`src/rtl/spi_slave_out_pkg.sv`:
```
// Shared SPI definitions: default frame width, frame gap and shifter state encodings.
// Used by both the slave transmitter and the master-transmit/slave-receive pair.
package spi_slave_out_pkg;

  localparam int SPI_WIDTH     = 16;
  localparam int SPI_FRAME_GAP = 1;

  typedef enum logic [1:0] {
    ST_IDLE      = 2'd0,
    ST_SHIFT     = 2'd1,
    ST_WAIT_HIGH = 2'd2
  } spi_state_t;

endpackage

```
`src/rtl/spi_hold_reg.sv`:
```
// One-word holding register in front of the SPI shifter; write lands one cycle after the strobe.
// ready = register empty; a write while full is dropped and flagged with a registered overrun pulse.
module spi_hold_reg
  import spi_slave_out_pkg::*;
#(
  parameter int WIDTH = SPI_WIDTH
) (
  input  logic             clock,
  input  logic             reset,
  input  logic [WIDTH-1:0] data,
  input  logic             write_vld,
  input  logic             consume,
  output logic [WIDTH-1:0] hold_dat,
  output logic             hold_vld,
  output logic             ready,
  output logic             overrun
);

  logic accept;

  // A frame start that drains the register on this edge frees it for a same-edge write.
  assign accept = write_vld && (!hold_vld || consume);
  assign ready  = !hold_vld;

  always_ff @(posedge clock or posedge reset) begin
    if (reset) begin
      hold_dat <= '0;
      hold_vld <= 1'b0;
      overrun  <= 1'b0;
    end else begin
      overrun <= write_vld && !accept;
      if (accept) begin
        hold_dat <= data;
        hold_vld <= 1'b1;
      end else if (consume) begin
        hold_vld <= 1'b0;
      end
    end
  end

endmodule

```
`src/rtl/spi_slave_out.sv`:
```
// SPI slave transmitter: shifts a held word out on MISO, MSB first, one bit per clock while csN is low.
// MSB appears after the frame-start edge; the holding register lets the core queue the next reply.
module spi_slave_out
  import spi_slave_out_pkg::*;
#(
  parameter int WIDTH = SPI_WIDTH
) (
  input  logic             clock,
  input  logic             reset,
  input  logic [WIDTH-1:0] data,
  input  logic             writeSPI,
  output logic             ready,
  input  logic             slaveChipSelectN,
  output logic             MISO,
  output logic             txDone,
  output logic             underrun,
  output logic             overrun,
  output logic             aborted
);

  localparam int            CW   = $clog2(WIDTH + 1);
  localparam logic [CW-1:0] LAST = CW'(WIDTH);

  spi_state_t       state, state_nxt;
  logic [WIDTH-1:0] shift_dat, shift_nxt;
  logic [WIDTH-1:0] hold_dat;
  logic [CW-1:0]    count, count_nxt;
  logic             hold_vld;
  logic             consume;
  logic             miso_nxt, txdone_nxt, underrun_nxt, aborted_nxt;

  spi_hold_reg #(.WIDTH(WIDTH)) u_hold (
    .clock     (clock),
    .reset     (reset),
    .data      (data),
    .write_vld (writeSPI),
    .consume   (consume),
    .hold_dat  (hold_dat),
    .hold_vld  (hold_vld),
    .ready     (ready),
    .overrun   (overrun)
  );

  always_ff @(posedge clock or posedge reset) begin
    if (reset) begin
      state     <= ST_IDLE;
      shift_dat <= '0;
      count     <= '0;
      MISO      <= 1'b0;
      txDone    <= 1'b0;
      underrun  <= 1'b0;
      aborted   <= 1'b0;
    end else begin
      state     <= state_nxt;
      shift_dat <= shift_nxt;
      count     <= count_nxt;
      MISO      <= miso_nxt;
      txDone    <= txdone_nxt;
      underrun  <= underrun_nxt;
      aborted   <= aborted_nxt;
    end
  end

  always_comb begin
    state_nxt    = state;
    shift_nxt    = shift_dat;
    count_nxt    = count;
    miso_nxt     = 1'b0;
    txdone_nxt   = 1'b0;
    underrun_nxt = 1'b0;
    aborted_nxt  = 1'b0;
    consume      = 1'b0;
    case (state)
      ST_IDLE: begin
        if (!slaveChipSelectN) begin
          // An empty holding register still runs a full frame, of zeros.
          consume      = hold_vld;
          shift_nxt    = hold_vld ? hold_dat : '0;
          underrun_nxt = !hold_vld;
          miso_nxt     = shift_nxt[WIDTH-1];
          count_nxt    = CW'(1);
          state_nxt    = ST_SHIFT;
        end
      end
      ST_SHIFT: begin
        if (slaveChipSelectN) begin
          aborted_nxt = 1'b1;
          count_nxt   = '0;
          state_nxt   = ST_IDLE;
        end else if (count == LAST) begin
          txdone_nxt = 1'b1;
          state_nxt  = ST_WAIT_HIGH;
        end else begin
          shift_nxt = {shift_dat[WIDTH-2:0], 1'b0};
          miso_nxt  = shift_nxt[WIDTH-1];
          count_nxt = count + CW'(1);
        end
      end
      ST_WAIT_HIGH: begin
        // A chip select held low after a full frame must not retrigger.
        if (slaveChipSelectN) begin
          count_nxt = '0;
          state_nxt = ST_IDLE;
        end
      end
      default: state_nxt = ST_IDLE;
    endcase
  end

endmodule

```
`config.mk`:
```
export PLATFORM = sky130hd
export DESIGN_NAME = spi_slave_out
export DESIGN_NICKNAME = d
export VERILOG_FILES = /design/src/rtl/spi_slave_out_pkg.sv /design/src/rtl/spi_hold_reg.sv /design/src/rtl/spi_slave_out.sv
export SDC_FILE = /design/constraint.sdc
export NUM_CORES = 1
export LEC_CHECK = 0
export ABC_AREA = 0
export BUFFER_PORTS_ARGS = -buffer_cell sky130_fd_sc_hd__buf_2
export CORE_UTILIZATION = 40
export DETAILED_ROUTE_END_ITERATION = 10
export GPL_TIMING_DRIVEN = 0
export HOLD_SLACK_MARGIN = 0.1
export PLACE_DENSITY_LB_ADDON = 0.25
export SLEW_MARGIN = 0
export SYNTH_ARGS = -nofsm -noshare
export SYNTH_HDL_FRONTEND = slang
export SYNTH_SLANG_ARGS = --single-unit
```
`constraint.sdc`:
```
create_clock -name clock -period 3.19 [get_ports clock]
set_input_delay 0.638 -clock clock [delete_from_list [all_inputs] [get_ports clock]]
set_output_delay 0.638 -clock clock [all_outputs]
set_load 0.05 [all_outputs]
```
==> results_dict.tcl <==
set metrics [dict create \
    fillers 485 \
    p_sw_mw 0.725 \
    critPathMaxStageDelay_ns 0.43 \
    synth-async-reset-ratio_pct 100 \
    drc 0 \
    seqPwrFrac_pct 42.6 \
    drtIter0Drc 103 \
    clockRootBuffer "clkbuf_8" \
    regArea_um2 1100 \
    clockBufferDepth 2 \
    cts.htree.levels 2 \
    overflow 0 \
    ir_worst_vdd_mv 0.410 \
    start_kind "flip-flop" \
    detail-route-antenna-nets 0 \
    finalCritPeriodShare_pct 68.7 \
    antenna_found_initial 0 \
    drt-wirelength-per-cell_um 14.4 \
    grt_usage_pct 16.6 \
    wirelength_um 4010 \
    synth_edf_count 0 \
    grt_max_degree 35 \
    path_class "flip-flop to flip-flop" \
    critical_path.cell_chain "inv_1 -> ha_1 -> nand2b_1 -> a21boi_2 -> buf_4 -> mux2_2" \
    diodes 0 \
    area_growth_pct 14.4 \
    io_pins 26 \
    postSynthCellCount 175 \
    finalClockSkew_ns 0.00575 \
    power_frac_comb_pct 41.6 \
    synth.cell_area_um2 2150 \
    postCtsSetupBuffers 0 \
    cp-end-kind "flip-flop" \
    worst_hold_path_type "input pin to async pin" \
    ys_warn_count 0 \
    ctsResizeCount 0 \
    crit_arrival_ns 2.38 \
    clkPwrFrac_pct 15.8 \
    synth_area_leader_cell "dfrtp_1" \
    synth_top_cell_area_share_pct 51.1 \
    hpwl_um 2880 \
    finalSetupViolCount 0 \
    maxSlewHeadroom_pct 69.9 \
    multi_input_area_um2 948 \
    drtPass1Iterations 4 \
    fmax_mhz 456 \
    ys_ff_latch 44 \
    fp.dieW_um 75.4 \
    p_leak_nw 1.15 \
    rsz0062_at_grt "no" \
    core_um2 5140 \
    synth_ff_type "dfrtp_1" \
    ys_top_cells_by_count "44 x dfrtp_1, 22 x mux2_2, 17 x nand2_1" \
    yosysSeqAreaShare_pct 51.1 \
    die_h_um 75.4 \
    synth.net_count 201 \
    cts_buffers 5 \
    vias 1433 \
    cts_tree "built" \
    crit_slowest_cell "dfrtp_1" \
    cts_hold_buffers 0 \
    required_ns 3.37 \
    power.density_nw_per_um2 853 \
    syn_area_per_cell_um2 12.3 \
    clkLatencyLatePin_ns 0.30 \
    first_global_vias 1501 \
    critPathTopFamily "flip-flops" \
    path_max_fanout 10 \
    totalPowerFinal_mw 2.10 \
    detail_route.vias_per_cell 5.15 \
    tns_ns 0 \
    tightest_slew_ns 0.451 \
    fin_nets 234 \
    initial_core_util_pct 41.9 \
    status "finished, final reports clean" \
    io_buffers 25 \
    yosysMostFrequentCell "dfrtp_1" \
    grt_pass1_wl_um 6980 \
    clock-sinks 44 \
    max-cap-violations 0 \
    layout-drive-gt1-share_pct 36.5 \
    gp_congestion 0.854 \
    finalCriticalPeriod_ns 2.19 \
    rows 26 \
    finalHoldViolations 0 \
    drv_slew 0 \
    die_area_um2 5680 \
    synth.area.top_cells "dfrtp_1 51%, mux2_2 11%, mux2_4 6.3%, ha_1 3.5%, a22o_1 3.3%" \
    p_int_mw 1.38 \
    clk_pin_slew_ns 0.08 \
    switching_share_pct 34.5 \
    whs_ns 0.263 \
    synth_cell_types 39 \
    cp_num_buf_inv 2 \
]
stage by stage:
stage          utilization (%)  instance area (um^2)  std cells  worst slack, ns
6_report                  48.0                  2460        278            0.997
3_5_place_dp              46.4                  2390        271            0.928
4_1_cts                   48.0                  2460        278            0.940
2_1_floorplan                -                  2150        175             1.36
3_3_place_gp              46.1                  2370        270            0.916
5_1_grt                   48.0                  2460        278            0.806
per-layer routing:
layer,global-route usage (%),vias up,share of wire (%)
li1,-,696,-
met1,22.1,708,52
met2,26.3,22,44
met3,3.57,7,2.7
met4,6.79,0,1.7
met5,0,-,0
worst paths after layout:
| kind | from | end | slack (ns) | depth (start not counted) |
|---|---|---|---|---|
| max | state[0] | u_hold.hold_dat[6] | 1.0 | 6 |
| min | reset | state[1] | 0.26 | 2 |
| max reg2reg | state[0] | u_hold.hold_dat[6] | 1.0 | 6 |
| min reg2reg | shift_dat[9] | shift_dat[9] | 0.51 | 1 |
| max in group asynchronous | reset | shift_dat[12] | 2.47 | 3 |
| min in group clock | shift_dat[9] | shift_dat[9] | 0.51 | 1 |
cell families after synthesis:
kind of cell,count (synthesis),share of synthesized area [%]
buffers and inverters,18,4.88
AO/OA/AOI/OAI,33,12.3
flip-flops,44,51.1
AND/OR/NAND/NOR,42,10.0
multiplexers,32,18.2
adder cells (fa/ha/maj),6,3.48
placed cells by master, fill, tap and decap left out, drive strengths merged:
master / netlist / routed
mux2i: 1 / 1
nor3: 1 / 1
dfrtp: 44 / 44
or3: 1 / 1
nand2b: 2 / 2
a21o: 1 / 1
nor4: 1 / 1
o32ai: 1 / 1
clkinv: 0 / 1
a41o: 1 / 1
clkbuf: 1 / 7
and4bb: 1 / 1
a221o: 1 / 1
inv: 10 / 10
a21oi: 2 / 2
a211o: 1 / 1
a22o: 8 / 8
nand3: 7 / 7
buf: 7 / 33
and3: 1 / 1
a31o: 1 / 1
a311o: 1 / 1
o21ai: 8 / 8
ha: 6 / 6
nor2b: 2 / 2
a32o: 1 / 1
a211oi: 1 / 1
nor2: 6 / 6
o211ai: 2 / 2
nand4bb: 2 / 2
a21boi: 1 / 1
mux2: 31 / 31
and2: 1 / 1
o311ai: 2 / 2
nand2: 17 / 17
a31oi: 1 / 1
registers in the layout, indices dropped and copies added (netlist names):
register and flops:
txDone 1, shift_dat 15, state 2, underrun 1, u_hold.hold_vld 1, u_hold.overrun 1
aborted 1, count 5, u_hold.hold_dat 16, MISO 1
power by group through the flow:
| stage | Combinational, mW | Clock, mW | Sequential (mW) |
|---|---|---|---|
| after floorplan | 0.679 | 0 | 0.911 |
| after global routing | 0.959 | 0.369 | 0.927 |
| after global placement | 0.855 | 0 | 0.904 |
| after detailed placement | 0.881 | 0 | 0.909 |
| after CTS | 0.884 | 0.343 | 0.898 |
| final | 0.875 | 0.333 | 0.895 |
final cells by class:
type / instances / area share (%)
Sequential cell: 44 / 44.7
Multi-Input combinational cell: 113 / 38.5
Timing Repair Buffer: 26 / 5.89
Tap cell: 70 / 3.55
Clock buffer: 6 / 2.94
Buffer: 8 / 2.74
Inverter: 10 / 1.52
Clock inverter: 1 / 0.203
worst reg2reg max path: cells and delay by family, from the launching register on:
kind | cells | cell delay (ns)
flip-flops | 1 | 0.43
AO/OA/AOI/OAI | 1 | 0.42
buffers and inverters | 2 | 0.40
multiplexers | 1 | 0.36
adder cells (fa/ha/maj) | 1 | 0.30
AND/OR/NAND/NOR | 1 | 0.19
Power figures use the tool's default switching activity.
